### src/rtl/intr_arbiter.sv
// intr_arbiter: synchronises, latches and masks seven interrupt requests and presents
// the highest eligible one as a stable 3-bit code, tracking in-service levels for nesting.
module intr_arbiter #(
  parameter logic [6:0] EDGE_MASK   = 7'h00,
  parameter int         SYNC_STAGES = 2
) (
  input  logic       clk_i,
  input  logic       rst_i,
  input  logic [6:0] irq_i,
  input  logic       mask_we_i,
  input  logic [6:0] mask_data_i,
  output logic [6:0] mask_o,
  input  logic       exc_i,
  input  logic       eoi_i,
  output logic [2:0] interrupts_o,
  output logic [6:0] pending_o,
  output logic [6:0] isr_o
);
  typedef enum logic [1:0] {IDLE, PRESENT, ACKED} state_t;
  state_t     r_state, w_state_nxt;
  logic [6:0] r_sync [SYNC_STAGES];
  logic [6:0] r_s_prev, r_pend, r_mask, r_isr;
  logic [6:0] w_s, w_elig, w_cur_oh, w_ack_oh, w_eoi_oh;
  logic [2:0] r_cur, r_int, w_top, w_win, w_cur_nxt, w_int_nxt;
  logic       w_win_v;
  assign w_s = r_sync[SYNC_STAGES-1];
  always_ff @(posedge clk_i)
    if (rst_i) begin
      for (int i = 0; i < SYNC_STAGES; i++) r_sync[i] <= '0;
    end else begin
      r_sync[0] <= irq_i;
      for (int i = 1; i < SYNC_STAGES; i++) r_sync[i] <= r_sync[i-1];
    end
  // only levels strictly above the highest in-service bit may nest
  always_comb begin
    w_top = '0;
    for (int i = 0; i < 7; i++) if (r_isr[i]) w_top = 3'(i);
    w_elig = '0;
    for (int i = 0; i < 7; i++) w_elig[i] = r_pend[i] & ~r_mask[i] & (r_isr == '0 || 3'(i) > w_top);
    w_win = '0;
    for (int i = 0; i < 7; i++) if (w_elig[i]) w_win = 3'(i);
  end
  assign w_win_v  = |w_elig;
  assign w_cur_oh = (r_cur != 3'd0) ? 7'd1 << (r_cur - 3'd1) : '0;
  assign w_ack_oh = exc_i ? w_cur_oh : '0;
  assign w_eoi_oh = (eoi_i && r_isr != '0) ? 7'd1 << w_top : '0;
  always_comb begin
    w_state_nxt = r_state;
    w_int_nxt   = '0;
    w_cur_nxt   = r_cur;
    case (r_state)
      IDLE:
        if (!exc_i && w_win_v) begin
          w_state_nxt = PRESENT;
          w_cur_nxt   = w_win + 3'd1;
          w_int_nxt   = w_win + 3'd1;
        end
      PRESENT:
        if (exc_i) w_state_nxt = ACKED;
        else if ((w_elig & w_cur_oh) == '0) w_state_nxt = IDLE;
        else w_int_nxt = r_cur;
      default: w_state_nxt = IDLE;
    endcase
  end
  // an edge arriving on the ack edge must survive, so set is OR'd after the clear
  always_ff @(posedge clk_i)
    if (rst_i) begin
      r_state  <= IDLE;
      r_int    <= '0;
      r_cur    <= '0;
      r_s_prev <= '0;
      r_pend   <= '0;
      r_isr    <= '0;
      r_mask   <= 7'h7f;
    end else begin
      r_state  <= w_state_nxt;
      r_int    <= w_int_nxt;
      r_cur    <= w_cur_nxt;
      r_s_prev <= w_s;
      r_pend   <= (EDGE_MASK & ((w_s & ~r_s_prev) | (r_pend & ~w_ack_oh))) | (~EDGE_MASK & w_s);
      r_isr    <= (r_isr & ~w_eoi_oh) | w_ack_oh;
      if (mask_we_i) r_mask <= mask_data_i;
    end
  assign interrupts_o = r_int;
  assign pending_o    = r_pend;
  assign isr_o        = r_isr;
  assign mask_o       = r_mask;
endmodule

### config.mk
export PLATFORM = sky130hd
export DESIGN_NAME = intr_arbiter
export DESIGN_NICKNAME = d
export VERILOG_FILES = /design/src/rtl/intr_arbiter.sv
export SDC_FILE = /design/constraint.sdc
export NUM_CORES = 1
export LEC_CHECK = 0
export ABC_CLOCK_PERIOD_IN_PS = 2200
export CORE_UTILIZATION = 40
export CTS_BUF_LIST = sky130_fd_sc_hd__clkbuf_16
export CTS_CLUSTER_SIZE = 14
export DETAILED_ROUTE_END_ITERATION = 8
export PLACE_DENSITY = 0.7
export RECOVER_POWER = 100
export SKIP_CTS_REPAIR_TIMING = 1
export SYNTH_ARGS = -nofsm -noshare
export SYNTH_HDL_FRONTEND = slang
export SYNTH_SLANG_ARGS = --single-unit
export TNS_END_PERCENT = 10
### constraint.sdc
create_clock -name clk_i -period 2.2 [get_ports clk_i]
set_clock_uncertainty 0.15 [all_clocks]
set_input_delay 0.44 -clock clk_i [delete_from_list [all_inputs] [get_ports clk_i]]
set_output_delay 0.44 -clock clk_i [all_outputs]
set_load 0.02 [all_outputs]
==> results of run 1 <==
layer usage:
| layer | global-route usage, % | vias to the layer above | wire (um) |
|---|---|---|---|
| li1 | - | 743 | - |
| met4 | 5.585 | 0 | 12 |
| met2 | 32.55 | 37 | 2002 |
| met5 | 0 | - | 0 |
| met3 | 4.392 | 2 | 163 |
| met1 | 22.08 | 694 | 1691 |
worst min path at each step:
stage,startpoint,to,slack (ps),depth (start not counted)
after detailed placement,r_sync[1][5]$_SDFF_PP0_,pending_o[5]$_SDFF_PP0_,270,1
after CTS,r_sync[1][5]$_SDFF_PP0_,pending_o[5]$_SDFF_PP0_,290,1
after floorplan,r_sync[1][0]$_SDFF_PP0_,pending_o[0]$_SDFF_PP0_,260,1
final,r_sync[1][0]$_SDFF_PP0_,pending_o[0]$_SDFF_PP0_,280,1
after global placement,r_sync[0][5]$_SDFF_PP0_,r_sync[1][5]$_SDFF_PP0_,270,1
after global routing,r_sync[1][4]$_SDFF_PP0_,pending_o[4]$_SDFF_PP0_,300,1
power by group:
| group | total [uW] | switching, uW | internal (uW) |
|---|---|---|---|
| Clock | 801 | 273 | 529 |
| Combinational | 149 | 67.2 | 82.2 |
| Sequential | 814 | 12.4 | 801 |
| Total | 1760 | 352 | 1410 |
registers in the layout, summed over array words and instances (netlist names):
register	flops
interrupts_o	3
isr_o	7
mask_o	7
pending_o	7
r_cur	3
r_state	2
r_sync	14
synth_stat cells, types with 3 or more instances:
master and count:
nand2_1 17, nor3_1 5, nor2_1 12, nor2b_1 27
nand3_1 4, clkbuf_1 6, o21ai_0 3, nand2b_1 7
inv_1 3, a21oi_1 8, mux2i_1 10, dfxtp_1 43
critical path, delay by kind of cell (launching register included):
kind,cells,cell delay (ps)
AO/OA/AOI/OAI,2,340
AND/OR/NAND/NOR,5,1080
adder cells (fa/ha/maj),1,180
XOR/XNOR,1,130
flip-flops,1,340
per-stage QoR:
stage / setup slack (ps) / total power, uW
after floorplan: -29.27 / 900.3
after global placement: -30.20 / 979.7
after detailed placement: -83.09 / 981.4
after CTS: -93.85 / 1782
after global routing: -205.0 / 1828
final: -85.65 / 1764
logic make-up (layout without fill, tap and decap cells):
group           after synthesis  count (layout)  synth area share [%]
buf+inv                       9              74                 1.956
xor+xnor                      1               1                0.5073
mux                          10              10                 5.797
compound gates               29              29                 12.39
fa+ha+maj                     2               2                 1.449
flops                        43              43                 49.86
simple gates                 84              84                 28.04
final cells by class:
class                      instances  share of cell area (%)
sequential                        43                   34.24
multi-input combinational        126                   33.60
timing repair buffer              64                   22.91
clock buffer                       5                   4.926
tap                               50                   2.463
clock inverter                     2                   1.429
inverter                           3                  0.4433
==> results by stage, run 1 <==
Outcome:
- The flow ran to the end, but the final reports show violations.
- The checks that failed: setup timing.

STA:
- Setup violations remaining at the end of the flow were counted as 1.
- The total count of max-transition violations in the final report came to 0.
- Hold is met by 284.1 ps.
- The worst path uses 103.9% of the clock period.
- The smallest clock period supported by the final layout is computed as 2286 ps.
- Static timing analysis puts the maximum clock frequency at 437.5 MHz.
- The number of hold violations in the final report was 0.
- The worst pin sits at a relative slew slack of 69.26%.
- Once routing completed, OpenROAD measured the worst setup slack at -85.65 ps.
- Setup repair after global routing could not meet its margin everywhere.
- Summed over all failing endpoints, the final setup total negative slack is -85.65 ps.
- For the pin with the worst max-slew slack, the measured transition is 459.5 ps.

Yosys:
- The largest total area in the synthesized netlist belongs to dfxtp_1.
- The register bit total from synthesis is 43.
- The cell count after synthesis came out at 178.
- The number of synthesized flops with an enable pin is 0.
- The netlist area before placement is 0.001727 mm2.
- The share of synthesized area occupied by flip-flops and latches is 49.86%.
- The warning count from the yosys run is 0.
- The share of the synthesized area in the top cell type is 49.86%.
- The async set or reset register ratio after synthesis is 0%.
- The number of nets in the synthesized netlist is 199.
- By area the synthesized netlist is led by dfxtp_1, nor2b_1, mux2i_1, nand2_1, nor2_1.
- In the synthesized netlist the dominant register cell turns out to be dfxtp_1.
- The number of library cell types mapped by synthesis is 40.
- Each instance of the synthesized netlist takes up on average 9.700 um2.

Pwr:
- The total power density per cell area is 694.7 mW/mm2.
- For this design the static power due to leakage is 0.001019 uW.
- The worst-case vdd ir drop is 0.5823 mV.

Setup path:
- The startpoint identified for the worst register-to-register timing path is isr_o[5]$_SDFF_PP0_.
- Traced cell by cell, the critical path runs through or3_4 > or3_4 > nor4_4 > o311a_2 > ha_2 > xnor2_1 > nand2_1 > nor2_1 > o21bai_1.
- The startpoint type of the worst setup path is a flop.
- The number of cells on the worst reg-to-reg path is 9.
- The delay contributed by the slowest stage of the critical path is 410 ps.
- Following the worst setup path forward leads to its endpoint at interrupts_o[2]$_SDFF_PP0_.
- The most common cell type on the critical path is or3_4.
- At the worst endpoint, the required time is 2260 ps.
- The worst setup slack for register-to-register paths is -90 ps.
- The cell with the biggest individual delay on the critical path is or3_4.
- The setup path with the least slack is of type reg2reg.
- The launching element of the worst setup path is isr_o[5]$_SDFF_PP0_.
- The reg-to-reg endpoint is interrupts_o[2]$_SDFF_PP0_.
- The type of element capturing the critical path is a flop.
- Of all nets on the critical path, the largest fanout is 3.
- At the worst endpoint, the arrival time is 2340 ps.

Clocking:
- After clock tree synthesis, the clock-pin slew on the worst setup and hold paths is 60 ps.
- The source-to-sink clock delay at the later pin of the worst-skew pair is 280 ps.
- The CTS tree is built.
- The number of buffers on the longest clock path is 2.
- The total CTS buffers is 5.
- CTS saw 43 sinks.
- The tree is rooted in a clkbuf_16.
- The H-tree generated during clock tree synthesis spans 2 levels.

Floorplan:
- The floorplan step set the die width to 67.70 um.
- The die is 67.70 um tall.
- The full die area is 0.004583 mm2.
- The core outline area is 0.004086 mm2.
- The starting density of the core is 42.25%.
- The total number of placement rows is 23.
- The number of placed I/O pins is 43.

Global routing:
- The number of global-route vias before repair is 1405.
- The maximum number of pins on one net before global-route repair is 26.
- Global routing consumed, over all layers together, 18.55% of the routing resources.
- The initial antenna violation count is 0.
- The first global-routing pass estimated 6.244 mm of wire.
- The leftover overflow at the end of global routing is 0.

Run:
- The reported max-cap violation count is 0.

Finish:
- The total of fill cells in the finished design is 363.
- The share of the core filled with cells in the final layout is 62.16%.
- Cells with a size suffix above 1 make up 16.46% of the layout.
- The final layout net count is 264.
- The repair_antennas step left the layout with diodes totalling 0.
- The total area of sequential cells is 869.6 um2.
- The synthesis-to-layout area growth is 47.10%.
- Leaving out fill and tap cells, the most frequent cells in the layout are clkdlybuf4s50_1, dfxtp_1, nor2b_1.
- The finished layout holds 293 standard cells, fillers aside.
- Summing all multi-input logic gate instances after layout gives 853.3 um2.
- The area of all placed cells without fillers is 0.002540 mm2.

Placement:
- The port buffer count is 42.
- The placer congestion estimate is 0.8657.
- Once detailed placement completed, the half-perimeter wirelength came to 2.999 mm.
- The area after detailed placement is 0.002364 mm2.
- The instance count after placement with tap cells included is 286.

Detailed routing:
- Wires add up to 3.869 mm.
- The residual antenna-violating net count after detailed routing is 0.
- In the final routed layout, each cell accounts on average for 13.20 um.
- The violation count after the first detailed-routing iteration is 131.
- For this run, design rule violations remaining after detail routing come to 0.
- Using the TritonRoute via totals, the vias-per-cell ratio works out to 5.038.
- The routed layout has 1476 vias.
- The first-pass iteration count of the detailed router is 4.

Worst hold path:
- The class of the most critical hold timing path is reg2reg.
No activity file was read; power rests on OpenSTA's default activity.
==> run 2, diff against run 1 <==
ABC_CLOCK_PERIOD_IN_PS = 2900   (was 2200)
CORE_ASPECT_RATIO = 1.1   (was unset)
PLACE_DENSITY = 0.67   (was 0.7)
clock period = 2.9 ns   (was 2.2 ns; I/O delays follow)
==> results by stage, run 2 (synthesis results as in run 1) <==
STA:
- The final worst hold slack is 287.0 ps (+2.937 ps).
- The number of hold violations in the final report was 0 (unchanged).
- The slew of the pin with the lowest slew margin is 933.7 ps (+474.2 ps).
- The sum of negative setup slack is 0 ps (+85.65 ps).
- The post-route minimum period was 2577 ps (+291.4 ps).
- The maximum achievable frequency is 388.0 MHz (-11%).
- Setup repair after global routing left no endpoint under its margin.
- The relative max-transition margin is 37.75% (-32 points).
- The total count of max-transition violations in the final report is 0 (unchanged).
- The final setup violation count came to 0 (-1).
- The portion of the clock cycle consumed by the worst path in the final layout is 88.87% (-15 points).

Floorplan:
- The die outline width was 64.65 um (-4.5%).
- The full die area is 0.004584 mm2 (about the same).
- The overall die height is 70.91 um (+4.7%).
- The starting density of the core is 42.59% (+0.34 points).
- The total number of placement rows is 24 (+4.3%).
- The core outline area came to 0.004054 mm2 (-0.80%).
- The number of placed I/O pins came to 43 (unchanged).

Pwr:
- The leakage dissipation was 0.0009466 uW (-7.1%).
- The total power density per cell area is 538.3 mW/mm2 (-23%).
- The worst-case vdd ir drop came to 0.3415 mV (-41%).

Detailed routing:
- The sum of routed wire length over all layers is 3.805 mm (-1.7%).
- The via density per instance is 5.095 (+1.1%).
- The average wire length per cell after detail routing is 13.84 um (+4.8%).
- The residual antenna-violating net count after detailed routing came to 0 (unchanged).
- The count of unresolved DRC violations after routing is 0 (unchanged).
- The first-pass iteration count of the detailed router is 4 (unchanged).
- The violation count after the first detailed-routing iteration is 84 (-36%).
- The via total after detailed routing is 1401 (-5.1%).

Clocking:
- The CTS tree is built.
- The clock-pin slew of the registers on the worst-case setup and hold paths is 60 ps (about the same).
- The total CTS buffers is 5 (unchanged).
- The number of clock sinks came to 43 (unchanged).
- The clock tree root buffer cell is clkbuf_16.
- The source-to-sink clock delay at the later pin of the worst-skew pair is 280 ps (about the same).
- The number of buffers on the longest clock path is 2 (unchanged).
- The count of H-tree levels built during CTS is 2 (unchanged).

Placement:
- The placer congestion estimate came to 0.9055 (+4.6%).
- The HPWL after detailed placement is 2.899 mm (-3.3%).
- The port buffer count came to 42 (unchanged).
- The instance count after placement with tap cells included is 267 (-6.6%).

Global routing:
- The initial antenna violation count is 0 (unchanged).
- The maximum number of pins on one net before global-route repair is 24 (-7.7%).
- The wire length of the first global-routing pass is 6.244 mm (unchanged).
- The total global routing track utilization is 17.75% (-0.79 points).
- The leftover overflow at the end of global routing came to 0 (unchanged).
- The number of global-route vias before repair was 1385 (-1.4%).

Finish:
- The synthesis-to-layout area growth is 34.28%.
- The final layout net count is 243 (-8.0%).
- The share of post-route cells with drive strength above 1 came to 4.484% (-12 points).
- The antenna diode count came to 0 (unchanged).
- The flip-flop count of the largest register after layout was 14 (unchanged).
- The share of the core filled with cells in the final layout is 57.19% (-5.0 points).
- The register name with the most flops is r_sync.
- The total of fill cells in the finished design is 355 (-2.2%).
- The final standard cell count with taps included and fillers excluded is 275 (-6.1%).
- Leaving out fill and tap cells, the most frequent cells in the layout are dfxtp_1, nor2b_1, dlygate4sd3_1.
- The library cell used most frequently in the layout, excluding fill and tap cells, is dfxtp_1.

Setup path:
- The delay contributed by the slowest stage of the critical path is 460 ps (+50 ps).
- The startpoint type of the worst setup path is a flop.
- The type of element capturing the critical path is a flop.
- The largest fanout on the critical path is 9 (+6).
- The cell with the biggest individual delay on the critical path is or3_1.
- The required time at the endpoint of the critical path came to 2890 ps (+630 ps).
- In this design, the critical path's most frequently occurring cell is or3_1.
- The critical path goes through or3_1 > or3_1 > nor4_1 > o311a_2 > ha_1 > xnor2_1 > nand2_1 > nor2_1 > o21bai_1.
- The critical path class is reg2reg.
- The data arrival time of the critical path is 2570 ps (+230 ps).

Outcome:
- The run finished with clean final reports.

Worst hold path:
- The class of the most critical hold timing path is reg2reg.

Run:
- The reported max-cap violation count is 0 (unchanged).
run 2: changes by cell type in the layout (fill, tap and decap cells not counted), moves of 3 or more:
cell / previous run / this run
clkdlybuf4s50_1: 40 / 16
buf_4: 21 / 0
dfxtp_1: 40 / 43
dlygate4sd3_1: 2 / 26
run 2: worst paths after layout:
check	startpoint	endpoint	slack [ps]	cells past startpoint
max	isr_o[6]$_SDFF_PP0_	interrupts_o[2]$_SDFF_PP0_	320	9
max reg2reg	isr_o[6]$_SDFF_PP0_	interrupts_o[2]$_SDFF_PP0_	320	9
min reg2reg	r_sync[1][1]$_SDFF_PP0_	pending_o[1]$_SDFF_PP0_	290	1
min	r_sync[1][1]$_SDFF_PP0_	pending_o[1]$_SDFF_PP0_	290	1
run 2: stage by stage:
stage	total power (uW)	area (um2)	worst slack, ps
2_1_floorplan	684.7	1727	516.1
3_3_place_gp	737.4	2197	487.6
3_5_place_dp	740.1	2197	437.5
4_1_cts	1269	2338	431.7
5_1_grt	1301	2318	153.5
6_report	1248	2318	322.9
run 2: area by class of cell:
cell class	count	area, um2	share of cell area (%)
well taps	52	65.06	2.806
multi-input cells	126	815.8	35.19
clock buffers	5	125.1	5.397
flip-flops and latches	43	860.8	37.13
clock inverters	3	16.27	0.7016
repair buffers	43	424.2	18.29
inverters	3	11.26	0.4857
run 2: per-layer routing:
layer / global-route usage [%] / vias to the layer above / part of all wire [%]
met5: 0 / - / 0
met4: 5.926 / 0 / 0.60
met3: 4.839 / 4 / 4.7
met2: 31.81 / 38 / 51
met1: 20.12 / 654 / 43
li1: - / 705 / -
run 2: where the power goes:
group,switching (uW),internal (uW),total (uW)
clock,213,314,527
sequential,10.3,610,620
combinational,48.3,53.0,101
run 2: critical path, delay by kind of cell (launching register included):
kind	cells	cell delay, ps
adder cells (fa/ha/maj)	1	170
AO/OA/AOI/OAI	2	380
AND/OR/NAND/NOR	5	1280
flip-flops	1	370
XOR/XNOR	1	80
